===== src/rtl/instr_issue_queue_if.sv =====
// -----------------------------------------------------------------------------
// instr_issue_queue_if
// Groups the two streaming handshakes of the issue queue:
//   write side : i_wr_instr / i_wr_valid  ->  o_wr_ready
//   issue side : o_instr / o_valid        ->  i_ready (from CORE)
// Signal names are as seen from the queue. The queue uses the slave modport;
// the producer/consumer environment uses the master modport.
// -----------------------------------------------------------------------------
interface instr_issue_queue_if;
    logic [31:0] i_wr_instr;
    logic        i_wr_valid;
    logic        o_wr_ready;
    logic [31:0] o_instr;
    logic        o_valid;
    logic        i_ready;

    modport slave (
        input  i_wr_instr, i_wr_valid, i_ready,
        output o_wr_ready, o_instr, o_valid
    );

    modport master (
        output i_wr_instr, i_wr_valid, i_ready,
        input  o_wr_ready, o_instr, o_valid
    );
endinterface


===== src/rtl/instr_issue_queue.sv =====
// -----------------------------------------------------------------------------
// instr_issue_queue
// Instruction FIFO plus run/halt issue sequencer feeding CORE.
// Instruction format: {op[1:0], rd[4:0], rs1[4:0], rs2[4:0], 15'd0}.
// An instruction whose op equals HALT_OP is consumed here, never issued, and
// parks the sequencer in HALTED until the next i_start.
//
// Ports:
//   i_CLK, i_RSTn  clock, asynchronous active-low reset
//   bus            write handshake (i_wr_instr/i_wr_valid/o_wr_ready) and
//                  issue handshake (o_instr/o_valid/i_ready)
//   i_start        pulse: IDLE->RUN or HALTED->RUN
//   i_flush        pulse: empty FIFO, drop output, clear counter, go IDLE
//   o_level        FIFO occupancy (output register not included)
//   o_issued       completed handshakes, wraps modulo 2^CNT_WIDTH
//   o_busy         sequencer in RUN
//   o_halted       sequencer in HALTED
// -----------------------------------------------------------------------------
module instr_issue_queue #(
    parameter int         DEPTH     = 8,
    parameter int         CNT_WIDTH = 8,
    parameter logic [1:0] HALT_OP   = 2'b11
) (
    input  logic                       i_CLK,
    input  logic                       i_RSTn,
    instr_issue_queue_if.slave         bus,
    input  logic                       i_start,
    input  logic                       i_flush,
    output logic [$clog2(DEPTH):0]     o_level,
    output logic [CNT_WIDTH-1:0]       o_issued,
    output logic                       o_busy,
    output logic                       o_halted
);

    localparam int PTR_W = $clog2(DEPTH);
    localparam int LVL_W = PTR_W + 1;

    typedef enum logic [1:0] {
        ST_IDLE   = 2'd0,
        ST_RUN    = 2'd1,
        ST_HALTED = 2'd2
    } state_t;

    state_t                 r_state;
    state_t                 w_state_nxt;

    logic [31:0]            r_mem [DEPTH];
    logic [PTR_W-1:0]       r_wr_ptr;
    logic [PTR_W-1:0]       r_rd_ptr;
    logic [LVL_W-1:0]       r_level;
    logic [31:0]            r_instr;
    logic                   r_valid;
    logic [CNT_WIDTH-1:0]   r_issued;

    logic                   w_full;
    logic                   w_empty;
    logic                   w_push;
    logic                   w_xfer;
    logic                   w_slot_free;
    logic [31:0]            w_head;
    logic                   w_head_halt;
    logic                   w_pop;
    logic                   w_pop_instr;
    logic                   w_pop_halt;

    // Full/empty come from the occupancy counter, so the pointers may wrap freely.
    assign w_full      = (r_level == LVL_W'(DEPTH));
    assign w_empty     = (r_level == '0);

    // No pass-through: readiness depends on occupancy alone, not on a same-edge pop.
    assign bus.o_wr_ready = !w_full;
    assign w_push      = bus.i_wr_valid && !w_full && !i_flush;

    assign w_xfer      = r_valid && bus.i_ready;
    assign w_slot_free = !r_valid || w_xfer;

    assign w_head      = r_mem[r_rd_ptr];
    assign w_head_halt = (w_head[31:30] == HALT_OP);

    // Pops happen only in RUN, only into a free output slot, never on a flush.
    assign w_pop       = (r_state == ST_RUN) && !w_empty && w_slot_free && !i_flush;
    assign w_pop_instr = w_pop && !w_head_halt;
    assign w_pop_halt  = w_pop &&  w_head_halt;

    // ---------------- FSM: state register ----------------
    // NOTE: sequential state is always assigned with non-blocking (<=) so every
    // register samples pre-edge values regardless of block ordering.
    always_ff @(posedge i_CLK or negedge i_RSTn) begin
        if (!i_RSTn) r_state <= ST_IDLE;
        else         r_state <= w_state_nxt;
    end

    // ---------------- FSM: next-state logic ----------------
    // NOTE: the default assignment at the top keeps this block free of latches.
    always_comb begin
        w_state_nxt = r_state;
        if (i_flush) begin
            w_state_nxt = ST_IDLE;
        end else begin
            unique case (r_state)
                ST_IDLE:   if (i_start)    w_state_nxt = ST_RUN;
                ST_RUN:    if (w_pop_halt) w_state_nxt = ST_HALTED;
                ST_HALTED: if (i_start)    w_state_nxt = ST_RUN;
                default:                   w_state_nxt = ST_IDLE;
            endcase
        end
    end

    // ---------------- FSM: output logic ----------------
    always_comb begin
        o_busy   = (r_state == ST_RUN);
        o_halted = (r_state == ST_HALTED);
    end

    // ---------------- FIFO storage ----------------
    // NOTE: the storage array has no reset; validity is tracked entirely by
    // the pointers and r_level, which keeps the array a plain RAM.
    always_ff @(posedge i_CLK) begin
        if (w_push) r_mem[r_wr_ptr] <= bus.i_wr_instr;
    end

    always_ff @(posedge i_CLK or negedge i_RSTn) begin
        if (!i_RSTn) begin
            r_wr_ptr <= '0;
            r_rd_ptr <= '0;
            r_level  <= '0;
        end else if (i_flush) begin
            r_wr_ptr <= '0;
            r_rd_ptr <= '0;
            r_level  <= '0;
        end else begin
            if (w_push) r_wr_ptr <= r_wr_ptr + PTR_W'(1);
            if (w_pop)  r_rd_ptr <= r_rd_ptr + PTR_W'(1);
            // A discarded HALT still leaves the FIFO, so it counts as a pop.
            unique case ({w_push, w_pop})
                2'b10:   r_level <= r_level + LVL_W'(1);
                2'b01:   r_level <= r_level - LVL_W'(1);
                default: r_level <= r_level;
            endcase
        end
    end

    // ---------------- Output register and issue counter ----------------
    always_ff @(posedge i_CLK or negedge i_RSTn) begin
        if (!i_RSTn) begin
            r_instr  <= '0;
            r_valid  <= 1'b0;
            r_issued <= '0;
        end else if (i_flush) begin
            r_valid  <= 1'b0;
            r_issued <= '0;
        end else begin
            if (w_xfer) r_issued <= r_issued + CNT_WIDTH'(1);
            // r_instr only changes when the slot is free, so it stays stable
            // while a transfer is pending.
            if (w_pop_instr) begin
                r_instr <= w_head;
                r_valid <= 1'b1;
            end else if (w_xfer) begin
                r_valid <= 1'b0;
            end
        end
    end

    assign bus.o_instr = r_instr;
    assign bus.o_valid = r_valid;
    assign o_level     = r_level;
    assign o_issued    = r_issued;

endmodule


===== src/flat_wrapper.sv =====
// flat-port wrapper written by rule: the top's interface ports become plain ports
module instr_issue_queue_flat 
#(
    parameter int         DEPTH     = 8,
    parameter int         CNT_WIDTH = 8,
    parameter logic [1:0] HALT_OP   = 2'b11
)
  (i_CLK, i_RSTn, i_start, i_flush, o_level, o_issued, o_busy, o_halted, bus_i_wr_instr, bus_i_wr_valid, bus_i_ready, bus_o_wr_ready, bus_o_instr, bus_o_valid);
  instr_issue_queue_if bus_i ();
  input  logic i_CLK;
  input  logic i_RSTn;
  input  logic i_start;
  input  logic i_flush;
  output logic [$clog2(DEPTH):0] o_level;
  output logic [CNT_WIDTH-1:0] o_issued;
  output logic o_busy;
  output logic o_halted;
  input wire logic [$bits(bus_i.i_wr_instr)-1:0] bus_i_wr_instr;
  input wire logic [$bits(bus_i.i_wr_valid)-1:0] bus_i_wr_valid;
  input wire logic [$bits(bus_i.i_ready)-1:0] bus_i_ready;
  output wire logic [$bits(bus_i.o_wr_ready)-1:0] bus_o_wr_ready;
  output wire logic [$bits(bus_i.o_instr)-1:0] bus_o_instr;
  output wire logic [$bits(bus_i.o_valid)-1:0] bus_o_valid;
  assign bus_i.i_wr_instr = bus_i_wr_instr;
  assign bus_i.i_wr_valid = bus_i_wr_valid;
  assign bus_i.i_ready = bus_i_ready;
  assign bus_o_wr_ready = bus_i.o_wr_ready;
  assign bus_o_instr = bus_i.o_instr;
  assign bus_o_valid = bus_i.o_valid;
  instr_issue_queue #(.DEPTH(DEPTH), .CNT_WIDTH(CNT_WIDTH), .HALT_OP(HALT_OP)) u_core (.i_CLK(i_CLK), .i_RSTn(i_RSTn), .bus(bus_i), .i_start(i_start), .i_flush(i_flush), .o_level(o_level), .o_issued(o_issued), .o_busy(o_busy), .o_halted(o_halted));
endmodule

===== config.mk =====
export PLATFORM = sky130hd
export DESIGN_NAME = instr_issue_queue_flat
export DESIGN_NICKNAME = d
export VERILOG_FILES = /design/src/rtl/instr_issue_queue_if.sv /design/src/rtl/instr_issue_queue.sv /design/src/flat_wrapper.sv
export SDC_FILE = /design/constraint.sdc
export NUM_CORES = 1
export LEC_CHECK = 0
export CAP_MARGIN = 20
export CORE_MARGIN = 1
export CORE_UTILIZATION = 55
export CTS_BUF_LIST = sky130_fd_sc_hd__clkbuf_8
export CTS_CLUSTER_DIAMETER = 80
export DETAILED_ROUTE_END_ITERATION = 12
export PLACE_DENSITY = 0.81
export RECOVER_POWER = 25
export REMOVE_ABC_BUFFERS = 1
export SETUP_SLACK_MARGIN = 0.3
export SLEW_MARGIN = 20
export SYNTH_ARGS = -nofsm -noshare
export SYNTH_HDL_FRONTEND = slang
export SYNTH_SLANG_ARGS = --single-unit

===== constraint.sdc =====
create_clock -name i_CLK -period 4.5 [get_ports i_CLK]
set_clock_uncertainty 0.2 [all_clocks]
set_input_delay 0.675 -clock i_CLK [delete_from_list [all_inputs] [get_ports i_CLK]]
set_output_delay 0.675 -clock i_CLK [all_outputs]
set_load 0.1 [all_outputs]

==> results.md, run 1 <==
- Most frequent cells in the layout: 256 x edfxtp_1, 64 x mux4_2, 63 x clkdlybuf4s50_1
- Sw Ratio: 0.340
- TritonCTS clock tree: done
- Crit path time final: 3840 ps
- TritonCTS Buffers: 48
- CP Data Arrival Time: 2960 ps
- Kind of launch point of the worst setup path: flop
- Maximum capacitance violations: 1
- Number of buffer cells added on primary ports: 85
- Cell-internal power: 0.00515 W
- Most common cell after layout, fill and taps aside: edfxtp_1
- Number of storage elements in the synthesis netlist: 309
- Synthesized-area fraction occupied by xor and xnor cells: 0.00793
- Overflow left after global routing: 0
- Number of enable-type register cells in the synthesized netlist: 256
- Startpoint-to-endpoint class of the critical path: reg -> out
- Synthesis-to-layout area growth: 18.1%
- Seq/Total Area, Yosys: 0.742
- Net count reported at finish: 750
- 1st-iter DRT viols: 442
- Antenna cells: 0
- Starting density of the core: 0.558
- Residual DRC: 0
- Post-synthesis share of cell area spent on and, or, nand and nor gates: 0.0262
- Run status: complete, but fails checks
- Leakage power summed over all cells: 4.84 nW
- Slew Viols, Final: 37
- Fraction of registers with async set or reset after synthesis: 0.172
- Hold Fails Final Rpt: 0
- Fmax: 261 MHz
- Setup total negative slack: 0 ps
- Placer congestion estimate: 0.807
- Actual transition at the worst max-transition pin: 2100 ps
- Clock sink count: 309
- Share of total power in the clock network: 0.285
- Via/cell ratio: 5.92
- Post-DP HPWL: 13900 µm
- Combinational cell fraction of total power: 0.272
- Main combinational cell family by area after synthesis: multiplexers
- Crit-path max FO: 8
- Setup ws final: 662 ps
- Number of different library cells in the post-synthesis netlist: 39
- Post-synthesis compound-gate area fraction: 0.0147
- Core box area: 21800 µm²
- Post-synthesis average cell area: 21.1 µm²
- Die W: 151 µm
- Instance count of the mapped netlist: 576
- Cells traversed along the worst timing path: nor4b_1 > inv_1 > clkdlybuf4s50_1
- Total Die Area: 22700 µm²
- Tightest Hold Check Type: reg -> reg
- Cell area after technology mapping: 12100 µm²
- Hold_ws: 312 ps
- Total number of vias: 6065
- Flop pwr share: 0.443
- Mux share of post-synthesis cell area: 0.189
- Fraction of final layout cells sized beyond drive strength 1: 0.298
- H-tree depth: 2
- Required time of the worst setup path: 3620 ps
- CP endpoint kind: primary output
- Maximum VDD drop: 406 µV
- Number of filler instances in the final layout: 1384
- Slowest stage delay, CP: 1040 ps
- CTS max path bufs: 3
- Antenna Violating Nets Remaining: 0
- Routed wire length: 23400 µm
- Number of placement rows: 54
- DR pass1 iterations: 7
- Violations in the final reports: max-capacitance violations, max-slew violations
- Wire length per cell: 22.9 µm
- Pre-CTS setup slack: 683 ps
- Max stage delay cell, worst path: clkdlybuf4s50_1
- Final worst path period share: 0.853
- Setup repair after global routing missed its margin: no
- Switching power summed over all nets: 0.00265 W
- Maximum number of pins on one net before global-route repair: 37
- Number of synthesis warnings: 0
- Hold Buf Count CTS: 0
- CTS clock-pin slew for the worst setup and hold paths: 60 ps
- Latest clock arrival within the worst-skew pair: 560 ps
- Worst rel slew slack: -0.399
- Global router's overall resource usage: 0.222
- Total power density per cell area: 544 nW/µm²
- Number of top-level design ports: 86
- Final number of setup-violating endpoints: 0
- Initial antenna violation count: 1
- Predominant post-synthesis flop cell: edfxtp_1
- # resized after CTS: 0
- Final cell utilization of the core: 0.659
- Die height: 151 µm
- Buffers inserted by post-CTS timing repair: 0
- Number of global-route vias before repair: 6331
- First-pass GRT wire length: 36800 µm
- Fraction of the mapped netlist area in adder cells: 0.00680
- Cell at the root of the clock tree: clkbuf_8
synth_stat cells (2+ instances only):
cell type  count  area (µm²)
a31oi_1        2        12.5
nor4_1         2        12.5
xnor2_1        6        52.6
nor2b_1        3        18.8
mux2_4        31         465
nand3_1        8        40.0
mux2i_1        3        30.0
a21oi_1        9        45.0
inv_1          6        22.5
clkbuf_1      12        45.0
mux2_2        32         360
buf_1          2        7.51
edfxtp_1     256        7690
buf_2          6        30.0
nor2_1        22        82.6
xor2_1         5        43.8
nand4_1        2        12.5
dfrtp_1       53        1330
nand2_1       11        41.3
nand2b_1       5        31.3
ha_1           5        62.6
o21ai_0        3        15.0
nor3_1        10        50.1
or3_1          2        12.5
buf_8          3        45.0
mux4_2        64        1440
through the flow:
stage	cells	total power [W]	instance area, µm²
after CTS	1024	0.00788	14300
after global placement	936	0.00561	13400
after detailed placement	936	0.00564	13400
after floorplan	552	0.00512	12000
final	1024	0.00780	14300
after global routing	1024	0.00810	14300
final cells by class:
| cell class | count | area, µm² | share of cell area |
|---|---|---|---|
| Inverter | 6 | 22.5 | 0.00157 |
| Tap cell | 280 | 350 | 0.0244 |
| Timing Repair Buffer | 104 | 987 | 0.0688 |
| Sequential cell | 309 | 9020 | 0.629 |
| Multi-Input combinational cell | 237 | 3030 | 0.211 |
| Clock inverter | 32 | 163 | 0.0113 |
| Clock buffer | 56 | 771 | 0.0537 |
sequential cells by signal, indices dropped and copies added, names as in the netlist:
register	cells
u_core.r_mem	256
u_core.bus.o_instr	32
u_core.o_issued	8
u_core.o_level	4
u_core.r_rd_ptr	3
u_core.r_wr_ptr	3
u_core.r_state	2
u_core.bus.o_valid	1
path summary, 6_finish.rpt:
kind / start / to / slack (ps) / cells after the start
min in group asynchronous: i_RSTn / u_core.r_state[0] / 520 / 1
max in group asynchronous: i_RSTn / u_core.r_rd_ptr[0] / 2070 / 1
worst min-delay path: u_core.bus.o_instr[0] / u_core.bus.o_instr[0] / 310 / 1
worst min register to register: u_core.bus.o_instr[0] / u_core.bus.o_instr[0] / 310 / 1
worst max register to register: u_core.o_level[0] / u_core.o_level[3] / 1150 / 8
worst max-delay path: u_core.o_level[0] / bus_o_wr_ready / 660 / 3
logic make-up after synthesis:
kind of cell               count (synthesis)
adders and majority gates                  6
muxes                                    130
buffers and inverters                     30
DFF                                      309
and+or+nand+nor                           67
xor gates and xnor gates                  11
AOI/OAI and AO/OA                         23
power groups by stage:
stage          Clock (W)  Combinational, W  Sequential [W]
2_1_floorplan          0          0.000517         0.00460
3_3_place_gp           0           0.00211         0.00350
3_5_place_dp           0           0.00213         0.00351
4_1_cts          0.00228           0.00214         0.00346
5_1_grt          0.00241           0.00220         0.00349
6_report         0.00222           0.00212         0.00345
per-layer routing:
metal | track usage | vias to the layer above | wire (µm)
met4 | 0.0605 | 2 | 345
met2 | 0.366 | 251 | 11900
met1 | 0.307 | 3170 | 9590
li1 | - | 2601 | -
met5 | 0 | - | 13
met3 | 0.0433 | 41 | 1560
worst max-delay path: cells and delay by family, from the launching register on:
| family | cells | cell delay (ps) |
|---|---|---|
| buf+inv | 2 | 1310 |
| flops | 1 | 470 |
| simple gates | 1 | 650 |
Note: power is estimated with default switching activity, not from simulation.
==> run 2, diff against run 1 <==
--- a/config.mk
+++ b/config.mk
@@ -12,7 +12,7 @@
 export CTS_CLUSTER_DIAMETER = 80
 export DETAILED_ROUTE_END_ITERATION = 12
 export PLACE_DENSITY = 0.81
-export RECOVER_POWER = 25
+export RECOVER_POWER = 50
 export REMOVE_ABC_BUFFERS = 1
 export SETUP_SLACK_MARGIN = 0.3
 export SLEW_MARGIN = 20
==> run 2 against run 1 <==
The run still ends with max-capacitance violations, max-slew violations left. Combinational power hardly changed. Critical path depth stayed put. Wire length is 0.25% higher.
==> results.md, run 2 (synthesis results as in run 1) <==
- Cell at the root of the clock tree: clkbuf_8
- Most frequent cells in the layout: 256 x edfxtp_1, 64 x mux4_2, 56 x clkbuf_8
- Required time of the worst setup path: 3620 ps
- Pre-CTS setup slack: 683 ps
- TritonCTS clock tree: done
- Number of top-level design ports: 86
- Initial antenna violation count: 1
- Register name with the most flops: u_core.r_mem
- Setup ws final: 729 ps
- Overflow left after global routing: 0
- Hold Buf Count CTS: 0
- Maximum VDD drop: 406 µV
- Crit-path max FO: 8
- Crit path time final: 3770 ps
- Worst rel slew slack: -0.391
- Residual DRC: 0
- Latest clock arrival within the worst-skew pair: 560 ps
- Run status: complete, but fails checks
- Total number of vias: 6056
- Hold Fails Final Rpt: 0
- Wire length per cell: 22.9 µm
- Slew Viols, Final: 37
- CP endpoint kind: primary output
- TritonCTS Buffers: 48
- Non-filler cells, final: 1024
- Violations in the final reports: max-capacitance violations, max-slew violations
- Total power density per cell area: 545 nW/µm²
- Number of global-route vias before repair: 6331
- Maximum number of pins on one net before global-route repair: 37
- CTS max path bufs: 3
- Starting density of the core: 0.558
- Antenna cells: 0
- Routed wire length: 23500 µm
- Tightest Hold Check Type: reg -> reg
- Final Total Pwr: 0.00779 W
- Hold_ws: 312 ps
- CTS clock-pin slew for the worst setup and hold paths: 60 ps
- Actual transition at the worst max-transition pin: 2090 ps
- CP Data Arrival Time: 2900 ps
- Via/cell ratio: 5.91
- Synthesis-to-layout area growth: 17.7%
- Post-DP HPWL: 13900 µm
- Total Die Area: 22700 µm²
- Maximum capacitance violations: 1
- Number of placement rows: 54
- Number of filler instances in the final layout: 1392
- Setup total negative slack: 0 ps
- DR pass1 iterations: 5
- First-pass GRT wire length: 36800 µm
- Buffers inserted by post-CTS timing repair: 0
- Setup repair after global routing missed its margin: no
- Kind of launch point of the worst setup path: flop
- Fmax: 265 MHz
- Final worst path period share: 0.838
- Number of buffer cells added on primary ports: 85
- Die W: 151 µm
- Clock sink count: 309
- Placed Instances: 936
- Final number of setup-violating endpoints: 0
- Largest register FFs: 256
- Antenna Violating Nets Remaining: 0
- Placer congestion estimate: 0.807
- 1st-iter DRT viols: 405
- Core box area: 21800 µm²
- Most common cell after layout, fill and taps aside: edfxtp_1
- Die height: 151 µm
- Net count reported at finish: 750
- H-tree depth: 2
- Fraction of final layout cells sized beyond drive strength 1: 0.290
- Leakage power summed over all cells: 4.83 nW
- Startpoint-to-endpoint class of the critical path: reg -> out
- # resized after CTS: 0
- Global router's overall resource usage: 0.222
==> run 2: cell count changes in the layout (fill, tap and decap cells not counted), sizes merged <==
cell / change
clkdlybuf4s50: -13
dlygate4sd3: +13
buf: -2
clkbuf: +2
==> run 2: worst max-delay path, cell delays in order (launching register included) <==
cell and delay (ps):
dfrtp_1 470, nor4b_1 640, inv_1 230, clkdlybuf4s50_1 1020
==> run 2: worst paths after layout <==
check / from / cells after the start / endpoint / slack, ps
max: u_core.o_level[0] / 3 / bus_o_wr_ready / 730
min: u_core.bus.o_instr[0] / 1 / u_core.bus.o_instr[0] / 310
max reg2reg: u_core.r_rd_ptr[0] / 4 / u_core.bus.o_instr[4] / 970
min reg2reg: u_core.bus.o_instr[0] / 1 / u_core.bus.o_instr[0] / 310
max in group asynchronous: i_RSTn / 2 / u_core.bus.o_instr[19] / 1590
min in group asynchronous: i_RSTn / 1 / u_core.r_state[0] / 520
==> run 2: area by class of cell <==
type	count	area, µm²	area share
Tap cell	280	350	0.0245
Timing Repair Buffer	104	980	0.0685
Clock inverter	32	163	0.0114
Clock buffer	56	771	0.0539
Multi-Input combinational cell	237	3000	0.210
Inverter	6	22.5	0.00157
Sequential cell	309	9020	0.631
==> run 2: per-stage QoR <==
| step | util | cell area [µm²] |
|---|---|---|
| detailed placement | 0.616 | 13400 |
| CTS | 0.659 | 14300 |
| finish | 0.657 | 14300 |
| global route | 0.657 | 14300 |
| floorplan | - | 12000 |
| global placement | 0.616 | 13400 |
==> run 2: routing by layer <==
layer	GRT usage	up-vias	routed length, µm
met5	0	-	13
met4	0.0605	2	355
met3	0.0433	41	1580
met2	0.366	265	11900
met1	0.307	3148	9690
li1	-	2600	-
==> run 2: power by group <==
part	switching, W	total [W]	internal (W)
Combinational	0.00146	0.00211	0.000651
Sequential	0.000152	0.00345	0.00330
Clock	0.00103	0.00222	0.00119
Total	0.00265	0.00779	0.00515
==> run 3, diff against run 2 <==
==> constraint.sdc (replaced) <==
create_clock -name i_CLK -period 3.6 [get_ports i_CLK]
set_clock_uncertainty 0.2 [all_clocks]
set_input_delay 0.54 -clock i_CLK [delete_from_list [all_inputs] [get_ports i_CLK]]
set_output_delay 0.54 -clock i_CLK [all_outputs]
set_load 0.1 [all_outputs]
==> run 3 against run 2 <==
The run now ends clean. Die area did not move. Global-route usage fell by 1.3 points. Power increased by 25%.
==> results.md, run 3 (synthesis results as in run 1) <==
- Crit path time final: 3100 ps
- Total Die Area: 22700 µm²
- Routed met1 length: 9170 µm
- Maximum number of pins on one net before global-route repair: 39
- Required time of the worst setup path: 3830 ps
- Startpoint-to-endpoint class of the critical path: reg -> reg
- Combinational cell fraction of total power: 0.275
- Buffers inserted by post-CTS timing repair: 0
- Final worst path period share: 0.860
- Overflow left after global routing: 0
- Routed wl met3: 1560 µm
- First-pass GRT wire length: 34900 µm
- Most frequent cells in the layout: 256 x edfxtp_1, 64 x mux4_2, 51 x clkbuf_8
- Latest clock arrival within the worst-skew pair: 570 ps
- Post-DP HPWL: 13200 µm
- Maximum capacitance violations: 0
- Number of placement rows: 54
- Starting density of the core: 0.558
- Worst rel slew slack: 0.0935
- Sw Ratio: 0.340
- Startpoint of the most critical register-to-register path: u_core.r_rd_ptr[0]
- Post-route cell area: 14400 µm²
- H-tree depth: 2
- Fraction of final layout cells sized beyond drive strength 1: 0.297
- Register name with the most flops: u_core.r_mem
- Number of buffer cells added on primary ports: 85
- Flop pwr share: 0.442
- CTS max path bufs: 3
- Total power density per cell area: 675 nW/µm²
- Cell area after placement: 13500 µm²
- Antenna Violating Nets Remaining: 0
- Die W: 151 µm
- Most common cell after layout, fill and taps aside: edfxtp_1
- Placer congestion estimate: 0.887
- Kind of launch point of the worst setup path: flop
- Cell at the root of the clock tree: clkbuf_8
- Largest register FFs: 256
- Switching power summed over all nets: 0.00330 W
- Number of filler instances in the final layout: 1375
- Initial antenna violation count: 3
- Final number of setup-violating endpoints: 0
- CP Data Arrival Time: 3330 ps
- TritonCTS clock tree: done
- Fmax: 323 MHz
- Actual transition at the worst max-transition pin: 1360 ps
- Setup crit start: u_core.r_rd_ptr[0]
- Share of total power in the clock network: 0.283
- Tightest Hold Check Type: reg -> reg
- 1st-iter DRT viols: 461
- Hold Fails Final Rpt: 0
- Core box area: 21800 µm²
- Cell-internal power: 0.00641 W
- Net count reported at finish: 751
- Highest routed layer: met5
- Number of top-level design ports: 86
- Leakage power summed over all cells: 4.87 nW
- Routed wire length: 22500 µm
- Number of global-route vias before repair: 6312
- Global router's overall resource usage: 0.210
- Synthesis-to-layout area growth: 18.4%
- Maximum VDD drop: 512 µV
- Area of combinational cells with multiple inputs: 3040 µm²
- DR pass1 iterations: 4
- Final cell utilization of the core: 0.661
- Residual DRC: 0
- Wire length per cell: 21.9 µm
- Slew Viols, Final: 0
- Die height: 151 µm
- Detailed-routed wire length on met2: 11100 µm
- Via/cell ratio: 5.78
- Setup repair after global routing missed its margin: no
- Minimum setup slack among reg-to-reg paths: 500 ps
- Crit-path max FO: 29
- Total number of vias: 5927
- CTS clock-pin slew for the worst setup and hold paths: 60 ps
- FF+latch area: 9020 µm²
- CP endpoint kind: flop
- Clock sink count: 309
- Run status: finished, final reports clean
- TritonCTS Buffers: 47
- Hold path startpoint: u_core.bus.o_instr[0]
==> run 3: power by group through the flow <==
| stage | Sequential (W) | Combinational (W) | Clock (W) |
|---|---|---|---|
| 4_1_cts | 0.00430 | 0.00270 | 0.00281 |
| 3_3_place_gp | 0.00435 | 0.00266 | 0 |
| 3_5_place_dp | 0.00436 | 0.00269 | 0 |
| 2_1_floorplan | 0.00575 | 0.000647 | 0 |
| 6_report | 0.00429 | 0.00266 | 0.00275 |
| 5_1_grt | 0.00432 | 0.00276 | 0.00296 |
==> run 3: final cells by class <==
cell class,instances,share of cell area
inverter,6,0.00157
clock inverter,36,0.0146
multi-input combinational,237,0.211
clock buffer,51,0.0488
sequential,309,0.627
tap,280,0.0244
timing repair buffer,106,0.0720
antenna,1,0.000174
==> run 3: repair_timing <==
| action | CTS | global route |
|---|---|---|
| hold buffers | 1 | 0 |
| resized for setup | 1 | 1 |
| endpoints found under the setup margin | 1 | 1 |
| endpoints found under the hold margin | 19 | 0 |
==> run 3: path summary, 6_finish.rpt <==
check                                         end  cells after the start
max in group asynchronous      u_core.r_rd_ptr[0]                      3
min reg2reg                 u_core.bus.o_instr[0]                      1
min in group asynchronous  u_core.bus.o_instr[19]                      2
min                         u_core.bus.o_instr[0]                      1
max                        u_core.bus.o_instr[27]                      4
max reg2reg                u_core.bus.o_instr[27]                      4
==> run 3: metrics by stage <==
step / total power [W] / TNS [ps] / setup WS, ps / cells / hold slack (ps)
detailed placement: 0.00705 / 0 / 191 / 937 / 295
global placement: 0.00701 / 0 / 367 / 937 / 293
CTS: 0.00981 / 0 / 439 / 1025 / 311
floorplan: 0.00640 / -242390 / -2010 / 552 / 44.4
finish: 0.00971 / 0 / 503 / 1026 / 309
global route: 0.0100 / 0 / 272 / 1026 / 327
==> run 3: per-layer routing <==
| metal | vias up | global-route usage |
|---|---|---|
| li1 | 2600 | - |
| met1 | 3042 | 0.280 |
| met2 | 231 | 0.345 |
| met3 | 52 | 0.0385 |
| met4 | 2 | 0.0840 |
| met5 | - | 0 |
==> run 3: worst max-delay path: stages, from the launching register on <==
cell and delay (ps):
dfrtp_4 650, clkbuf_2 910, mux4_2 620, mux2_2 310
mux2_4 260
